File: src/rtl/mem_ctrl.sv
// mem_ctrl: serialises fetch reads, store/load-buffer loads and ROB commits
// (stores and IO loads) onto a byte-wide single-port RAM/IO bus, one byte
// per cycle, and returns extended data with a one-cycle done pulse.
//
// Ports:
//   clk, rst (sync, active-low), rdy (global enable), in_rob_misbranch (flush)
//   in_fetcher_*  / out_fetcher_* : 32-bit instruction fetch request / result
//   in_slb_*      / out_slb_*     : 1/2/4-byte load request / extended result
//   in_rob_*      / out_rob_*     : committed store or IO load / IO load result
//   mem_din, mem_dout, mem_a, mem_wr : byte-wide RAM/IO bus
//   io_buffer_full : writes to IO_ADDR wait while this is high
module mem_ctrl #(
    parameter logic [31:0] IO_ADDR = 32'h30000
) (
    input  logic        clk,
    input  logic        rst,
    input  logic        rdy,
    input  logic        in_rob_misbranch,
    input  logic        in_fetcher_ce,
    input  logic [31:0] in_fetcher_addr,
    output logic        out_fetcher_ce,
    output logic [31:0] out_fetcher_data,
    input  logic        in_slb_ce,
    input  logic [5:0]  in_slb_size,
    input  logic        in_slb_signed,
    input  logic [31:0] in_slb_addr,
    output logic        out_slb_ce,
    output logic [31:0] out_slb_data,
    input  logic        in_rob_ce,
    input  logic        in_rob_wr,
    input  logic [5:0]  in_rob_size,
    input  logic [31:0] in_rob_addr,
    input  logic [31:0] in_rob_data,
    output logic        out_rob_ce,
    output logic [31:0] out_rob_data,
    input  logic [7:0]  mem_din,
    output logic [7:0]  mem_dout,
    output logic [31:0] mem_a,
    output logic        mem_wr,
    input  logic        io_buffer_full
);

    typedef enum logic [2:0] {IDLE, FETCH, LOAD, ROB_RD, STORE} state_t;

    state_t      state;
    logic        f_pend, s_pend, r_pend;
    logic [31:0] f_addr, s_addr, r_addr, r_data;
    logic [5:0]  s_size, r_size;
    logic        s_signed, r_wr;
    logic [31:0] cur_addr, cur_data, rbuf, mem_a_q;
    logic [5:0]  cur_size;
    logic        cur_signed, wr_q;
    logic [2:0]  idx;

    // Pending request or same-edge pulse, whichever is present
    logic        f_req, s_req, r_req, r_wr_e, s_signed_e;
    logic [31:0] f_addr_e, s_addr_e, r_addr_e, r_data_e;
    logic [5:0]  s_size_e, r_size_e;

    // Write datapath: byte about to be driven onto the bus
    logic [31:0] w_base, w_word, w_addr;
    logic [2:0]  w_idx;
    logic [7:0]  w_byte;
    logic        w_stall, w_last;

    // Read datapath
    logic [2:0]  rd_sel;
    logic [31:0] rd_full, rd_ext, rd_next_a;
    logic        rd_last;

    assign mem_a  = mem_a_q;
    assign mem_wr = wr_q & rdy;

    always_comb begin
        f_req      = (f_pend | in_fetcher_ce) & ~in_rob_misbranch;
        s_req      = (s_pend | in_slb_ce) & ~in_rob_misbranch;
        r_req      = r_pend | in_rob_ce;
        f_addr_e   = in_fetcher_ce ? in_fetcher_addr : f_addr;
        s_addr_e   = in_slb_ce ? in_slb_addr : s_addr;
        s_size_e   = in_slb_ce ? in_slb_size : s_size;
        s_signed_e = in_slb_ce ? in_slb_signed : s_signed;
        r_addr_e   = in_rob_ce ? in_rob_addr : r_addr;
        r_data_e   = in_rob_ce ? in_rob_data : r_data;
        r_size_e   = in_rob_ce ? in_rob_size : r_size;
        r_wr_e     = in_rob_ce ? in_rob_wr : r_wr;

        // In IDLE the first store byte comes straight from the ROB request;
        // in STORE, a byte already on the bus this cycle advances the index.
        if (state == IDLE) begin
            w_base = r_addr_e;
            w_word = r_data_e;
            w_idx  = 3'd0;
        end else begin
            w_base = cur_addr;
            w_word = cur_data;
            w_idx  = wr_q ? idx + 3'd1 : idx;
        end
        w_addr  = w_base + {29'b0, w_idx};
        w_byte  = w_word[{w_idx[1:0], 3'b0} +: 8];
        w_stall = (w_addr == IO_ADDR) && io_buffer_full;
        w_last  = ({3'b0, idx} + 6'd1) == cur_size;

        // Byte k arrives on mem_din when idx == k+2
        rd_sel  = idx - 3'd2;
        rd_full = rbuf;
        if (idx >= 3'd2)
            rd_full[{rd_sel[1:0], 3'b0} +: 8] = mem_din;
        rd_last   = {3'b0, idx} == (cur_size + 6'd1);
        rd_next_a = ({3'b0, idx} < cur_size) ? cur_addr + {29'b0, idx} : '0;

        case (cur_size)
            6'd1:    rd_ext = {{24{cur_signed & rd_full[7]}}, rd_full[7:0]};
            6'd2:    rd_ext = {{16{cur_signed & rd_full[15]}}, rd_full[15:0]};
            default: rd_ext = rd_full;
        endcase
    end

    always_ff @(posedge clk) begin
        if (!rst) begin
            state            <= IDLE;
            f_pend           <= 1'b0;
            s_pend           <= 1'b0;
            r_pend           <= 1'b0;
            f_addr           <= '0;
            s_addr           <= '0;
            r_addr           <= '0;
            r_data           <= '0;
            s_size           <= '0;
            r_size           <= '0;
            s_signed         <= 1'b0;
            r_wr             <= 1'b0;
            cur_addr         <= '0;
            cur_data         <= '0;
            cur_size         <= '0;
            cur_signed       <= 1'b0;
            rbuf             <= '0;
            idx              <= '0;
            wr_q             <= 1'b0;
            mem_a_q          <= '0;
            mem_dout         <= '0;
            out_fetcher_ce   <= 1'b0;
            out_slb_ce       <= 1'b0;
            out_rob_ce       <= 1'b0;
            out_fetcher_data <= '0;
            out_slb_data     <= '0;
            out_rob_data     <= '0;
        end else if (rdy) begin
            out_fetcher_ce <= 1'b0;
            out_slb_ce     <= 1'b0;
            out_rob_ce     <= 1'b0;

            // Latch incoming pulses; IDLE's pick below clears what it consumes
            if (in_rob_ce) begin
                r_pend <= 1'b1;
                r_wr   <= in_rob_wr;
                r_size <= in_rob_size;
                r_addr <= in_rob_addr;
                r_data <= in_rob_data;
            end
            if (in_rob_misbranch) begin
                f_pend <= 1'b0;
                s_pend <= 1'b0;
            end else begin
                if (in_fetcher_ce) begin
                    f_pend <= 1'b1;
                    f_addr <= in_fetcher_addr;
                end
                if (in_slb_ce) begin
                    s_pend   <= 1'b1;
                    s_addr   <= in_slb_addr;
                    s_size   <= in_slb_size;
                    s_signed <= in_slb_signed;
                end
            end

            case (state)
                IDLE: begin
                    if (r_req) begin
                        r_pend     <= 1'b0;
                        cur_addr   <= r_addr_e;
                        cur_size   <= r_size_e;
                        cur_signed <= 1'b0;
                        cur_data   <= r_data_e;
                        if (r_wr_e) begin
                            state <= STORE;
                            idx   <= 3'd0;
                            if (w_stall) begin
                                wr_q     <= 1'b0;
                                mem_a_q  <= '0;
                                mem_dout <= '0;
                            end else begin
                                wr_q     <= 1'b1;
                                mem_a_q  <= w_addr;
                                mem_dout <= w_byte;
                            end
                        end else begin
                            state   <= ROB_RD;
                            mem_a_q <= r_addr_e;
                            idx     <= 3'd1;
                        end
                    end else if (s_req) begin
                        s_pend     <= 1'b0;
                        state      <= LOAD;
                        cur_addr   <= s_addr_e;
                        cur_size   <= s_size_e;
                        cur_signed <= s_signed_e;
                        mem_a_q    <= s_addr_e;
                        idx        <= 3'd1;
                    end else if (f_req) begin
                        f_pend     <= 1'b0;
                        state      <= FETCH;
                        cur_addr   <= f_addr_e;
                        cur_size   <= 6'd4;
                        cur_signed <= 1'b0;
                        mem_a_q    <= f_addr_e;
                        idx        <= 3'd1;
                    end
                end
                FETCH, LOAD, ROB_RD: begin
                    if (in_rob_misbranch && state != ROB_RD) begin
                        state   <= IDLE;
                        mem_a_q <= '0;
                        idx     <= 3'd0;
                    end else if (idx == 3'd0) begin
                        // Restart after a rdy stall: reissue byte 0
                        mem_a_q <= cur_addr;
                        idx     <= 3'd1;
                    end else begin
                        rbuf    <= rd_full;
                        mem_a_q <= rd_next_a;
                        if (rd_last) begin
                            state <= IDLE;
                            idx   <= 3'd0;
                            case (state)
                                FETCH: begin
                                    out_fetcher_ce   <= 1'b1;
                                    out_fetcher_data <= rd_ext;
                                end
                                LOAD: begin
                                    out_slb_ce   <= 1'b1;
                                    out_slb_data <= rd_ext;
                                end
                                default: begin
                                    out_rob_ce   <= 1'b1;
                                    out_rob_data <= rd_ext;
                                end
                            endcase
                        end else begin
                            idx <= idx + 3'd1;
                        end
                    end
                end
                STORE: begin
                    if (wr_q && w_last) begin
                        state      <= IDLE;
                        idx        <= 3'd0;
                        wr_q       <= 1'b0;
                        mem_a_q    <= '0;
                        mem_dout   <= '0;
                        out_rob_ce <= 1'b1;
                    end else begin
                        if (wr_q)
                            idx <= idx + 3'd1;
                        if (w_stall) begin
                            wr_q     <= 1'b0;
                            mem_a_q  <= '0;
                            mem_dout <= '0;
                        end else begin
                            wr_q     <= 1'b1;
                            mem_a_q  <= w_addr;
                            mem_dout <= w_byte;
                        end
                    end
                end
                default: state <= IDLE;
            endcase
        end else if (state == FETCH || state == LOAD || state == ROB_RD) begin
            // Read pipeline contents are stale after a stall; start over
            idx <= 3'd0;
        end
    end

endmodule

File: config.mk
export PLATFORM = sky130hd
export DESIGN_NAME = mem_ctrl
export DESIGN_NICKNAME = d
export VERILOG_FILES = /design/src/rtl/mem_ctrl.sv
export SDC_FILE = /design/constraint.sdc
export NUM_CORES = 1
export LEC_CHECK = 0
export ABC_AREA = 1
export BUFFER_PORTS_ARGS = -buffer_cell sky130_fd_sc_hd__buf_2
export CAP_MARGIN = 20
export CORE_ASPECT_RATIO = 0.9
export CORE_MARGIN = 5
export CORE_UTILIZATION = 63
export CTS_BUF_LIST = sky130_fd_sc_hd__clkbuf_4 sky130_fd_sc_hd__clkbuf_8 sky130_fd_sc_hd__clkbuf_16
export DETAILED_ROUTE_END_ITERATION = 7
export PLACE_DENSITY = 0.87
export SLEW_MARGIN = 20
export SYNTH_ARGS = -nofsm -noshare
export SYNTH_HDL_FRONTEND = slang
export SYNTH_SLANG_ARGS = --single-unit
File: constraint.sdc
create_clock -name clk -period 7.62 [get_ports clk]
set_input_delay 1.524 -clock clk [delete_from_list [all_inputs] [get_ports clk]]
set_output_delay 1.524 -clock clk [all_outputs]
set_load 0.01 [all_outputs]
==> metrics.txt <==
status completed; global-route wire length before repair 119 mm; GRT Total Usage between 30 and 40%; largest net degree at the start of global routing ~210; Die Width between 200 and 250 um; num ports around 300; R2R Setup Slk just under 2 ns; layout cells sized above 1 approximately 14%; register area approximately 8000 sq um; sequential share of the synthesized area a little under two fifths; fin. max-slew vios 0; Routed Antenna Nets 0; TritonCTS clock tree yes; Num CTS Buffers 40; Tot Pwr slightly above 6 mW; Layout area overhead 13.8%; Setup crit end kind flip-flop; Crit. Startpoint idx[0]; Max FO, Critical Path 23; vias in the first global route around 21000; final setup fails 0; GP Congestion between 1 and 1.5; FF+latch count, synth ~390; die area roughly 36000 sq um; CTS Root Cell clkbuf_16; Clock Latency Late Sink 0.56 ns; pwr/cell area 262 nW/um^2; IO buf count 297; cts hold-fix bufs 0; # DRC 0; Reg clk slew, reported paths roughly 0.070 ns; placed insts around 3600; P_leak about 10 nW; FILL cells approximately 2500; peak supply drop 228 uV; CTS resizes 0; Worst EP required 8.03 ns; asr flop ratio synth 0%; hpwl dp about 54 mm; CTS H-tree depth 2; gr ovfl total 0; drt first pass iters 6; Max clock buf depth 3; max-cap violations 0; Fin. Hold Viols 0; Syn Nets approximately 3300; Setup TNS 0 ns; Die Ht around 180 um; nets 3418; routed vias/inst roughly 6.4; wire per inst about 21 um; Yosys warnings 0; Worst Path Arrival a little over 6 ns; Initial Util 64.2%; site row count 62; DR vias 23447; Post-synth EDFFs 0; Post-Route WL approximately 77 mm; kind of critical path flip-flop to flip-flop; Fin Hold WS about 0.44 ns; Startpoint Class flip-flop; Hold WC Path Type flip-flop to flip-flop; initial drt markers roughly 3500; post-CTS setup buffers 0; reg-to-reg startpoint idx[0]; reg-to-reg endpoint mem_dout[2]; clk sinks 394; syn avg cell area roughly 6.7 sq um; Tcrit/Tclk final around three quarters; footprint of the multi-input gates 11000 sq um; Most used DFF post-synth dfxtp_1; Synth cell types between 50 and 60; Worst Clk Skew 0.0247 ns; Setup crit end mem_dout[2]; Synth Cell Area ~21000 sq um; final non-filler cell total between 3000 and 4000; unrepaired setup endpoints after global routing no; Post-Syn Instances ~3000; min cycle time layout roughly 5.6 ns; Worst Tran Pin Value 1.06 ns; Relative slew margins 29.2%; Reg2Reg Depth 25; maximum clock rate approximately 180 MHz; initial antenna violation count 2; Core ar. approximately 32000 sq um
-- cell usage in the layout, fill, tap and decap left out, drive strengths merged, types with 4 or more instances in the layout --
| cell type | netlist | layout |
|---|---|---|
| a32oi | 5 | 5 |
| a31oi | 36 | 36 |
| a41oi | 4 | 4 |
| xnor2 | 5 | 5 |
| mux2i | 32 | 32 |
| a21boi | 7 | 7 |
| buf | 38 | 317 |
| o21a | 4 | 4 |
| o21ai | 460 | 460 |
| dfxtp | 394 | 394 |
| clkbuf | 159 | 55 |
| o22ai | 65 | 65 |
| inv | 241 | 245 |
| a211oi | 16 | 16 |
| nand3 | 74 | 74 |
| clkinv | 7 | 15 |
| nand4 | 59 | 59 |
| or2 | 5 | 5 |
| o211ai | 11 | 11 |
| bufinv | 0 | 5 |
| nor2 | 362 | 362 |
| nor3 | 40 | 40 |
| nand2 | 665 | 665 |
| xor2 | 5 | 5 |
| a311oi | 23 | 23 |
| a21oi | 311 | 311 |
| ha | 18 | 18 |
-- metal layers --
metal	vias up	track usage (%)	wire length [um]
li1	10714	-	-
met1	10876	58.2	32100
met2	1684	59.2	32200
met3	171	10.7	10800
met4	2	7.27	1780
met5	-	0	7
-- per-stage QoR --
| step | utilization (%) | worst slack (ns) | area [sq um] |
|---|---|---|---|
| after floorplan | - | 2.89 | 20600 |
| after global placement | 68.5 | 2.32 | 22000 |
| after detailed placement | 68.5 | 2.22 | 22000 |
| after CTS | 73.0 | 2.17 | 23400 |
| after global routing | 73.0 | 1.68 | 23400 |
| final | 73.0 | 1.98 | 23500 |
-- worst min path at each step --
stage / endpoint / start / cells after the start / slack (ns)
detailed placement: out_rob_data[4] / out_rob_data[4] / 2 / 0.43
global placement: out_rob_data[1] / out_rob_data[1] / 2 / 0.43
floorplan: r_data[0] / r_data[0] / 2 / 0.42
finish: out_rob_data[15] / out_rob_data[15] / 2 / 0.44
CTS: out_rob_data[4] / out_rob_data[4] / 2 / 0.44
global route: out_rob_data[4] / out_rob_data[4] / 2 / 0.45
-- power by group --
group | internal [mW] | switching, mW | total, mW
Sequential | 2.22 | 0.148 | 2.37
Clock | 1.28 | 0.889 | 2.17
Combinational | 0.437 | 1.18 | 1.61
Total | 3.93 | 2.21 | 6.15
-- logic make-up after synthesis --
kind of cell | Yosys count | share of synthesized area [%]
AND/OR/NAND/NOR | 1216 | 24.5
buffers and inverters | 445 | 8.54
AO/OA/AOI/OAI | 961 | 25.5
flip-flops | 394 | 38.3
adder cells (fa/ha/maj) | 20 | 1.29
XOR/XNOR | 10 | 0.425
multiplexers | 32 | 1.55
-- synthesized netlist by cell type (11+ instances only) --
cell type / count / area, sq um
mux2i_1: 32 / 320
dfxtp_1: 394 / 7890
o211ai_1: 11 / 82.6
nor2_1: 337 / 1260
o21ai_0: 445 / 2230
inv_1: 236 / 886
nor2_2: 17 / 106
nand2_1: 658 / 2470
nand4_1: 59 / 369
a31oi_1: 36 / 225
nand3_1: 74 / 370
o22ai_1: 65 / 407
a21oi_1: 310 / 1550
nor3_1: 38 / 190
clkbuf_1: 159 / 597
buf_2: 17 / 85.1
a211oi_1: 16 / 120
a311oi_1: 23 / 201
ha_1: 18 / 225
-- critical path: stages (launching register included) --
cell and delay (ns):
dfxtp_1 0.50, inv_1 0.40, ha_1 0.61, nand2_1 0.13, o21ai_0 0.23, nand2_1 0.49
clkinv_1 0.39, ha_1 0.38, nand2_1 0.07, inv_1 0.04, a21oi_1 0.40, inv_1 0.14
nand2_1 0.15, nor2_2 0.09, nand2_1 0.10, nand2_1 0.06, nand2_1 0.13, nand2_1 0.07
nor2_1 0.11, nand2_1 0.06, nor2_1 0.08, nand2_1 0.07, nor2_1 0.08, nand2_1 0.37
nand4_1 0.25, a21oi_1 0.08
-- registers in the layout (all words and copies together), names as in the netlist, 8 cells and up --
register and flops:
cur_addr 32, mem_dout 8, f_addr 32, r_data 32
out_rob_data 32, cur_data 32, out_fetcher_data 32, mem_a 32
rbuf 32, r_addr 32, out_slb_data 32, s_addr 32
-- cell type report --
class / count / area share, %
well taps: 416 / 2.22
repair buffers: 317 / 7.07
inverters: 248 / 3.98
clock buffers: 55 / 5.08
flip-flops and latches: 394 / 33.6
clock inverters: 19 / 1.07
multi-input cells: 2239 / 46.9
diodes: 3 / 0.0320
Note: power is estimated with default switching activity, not from simulation.
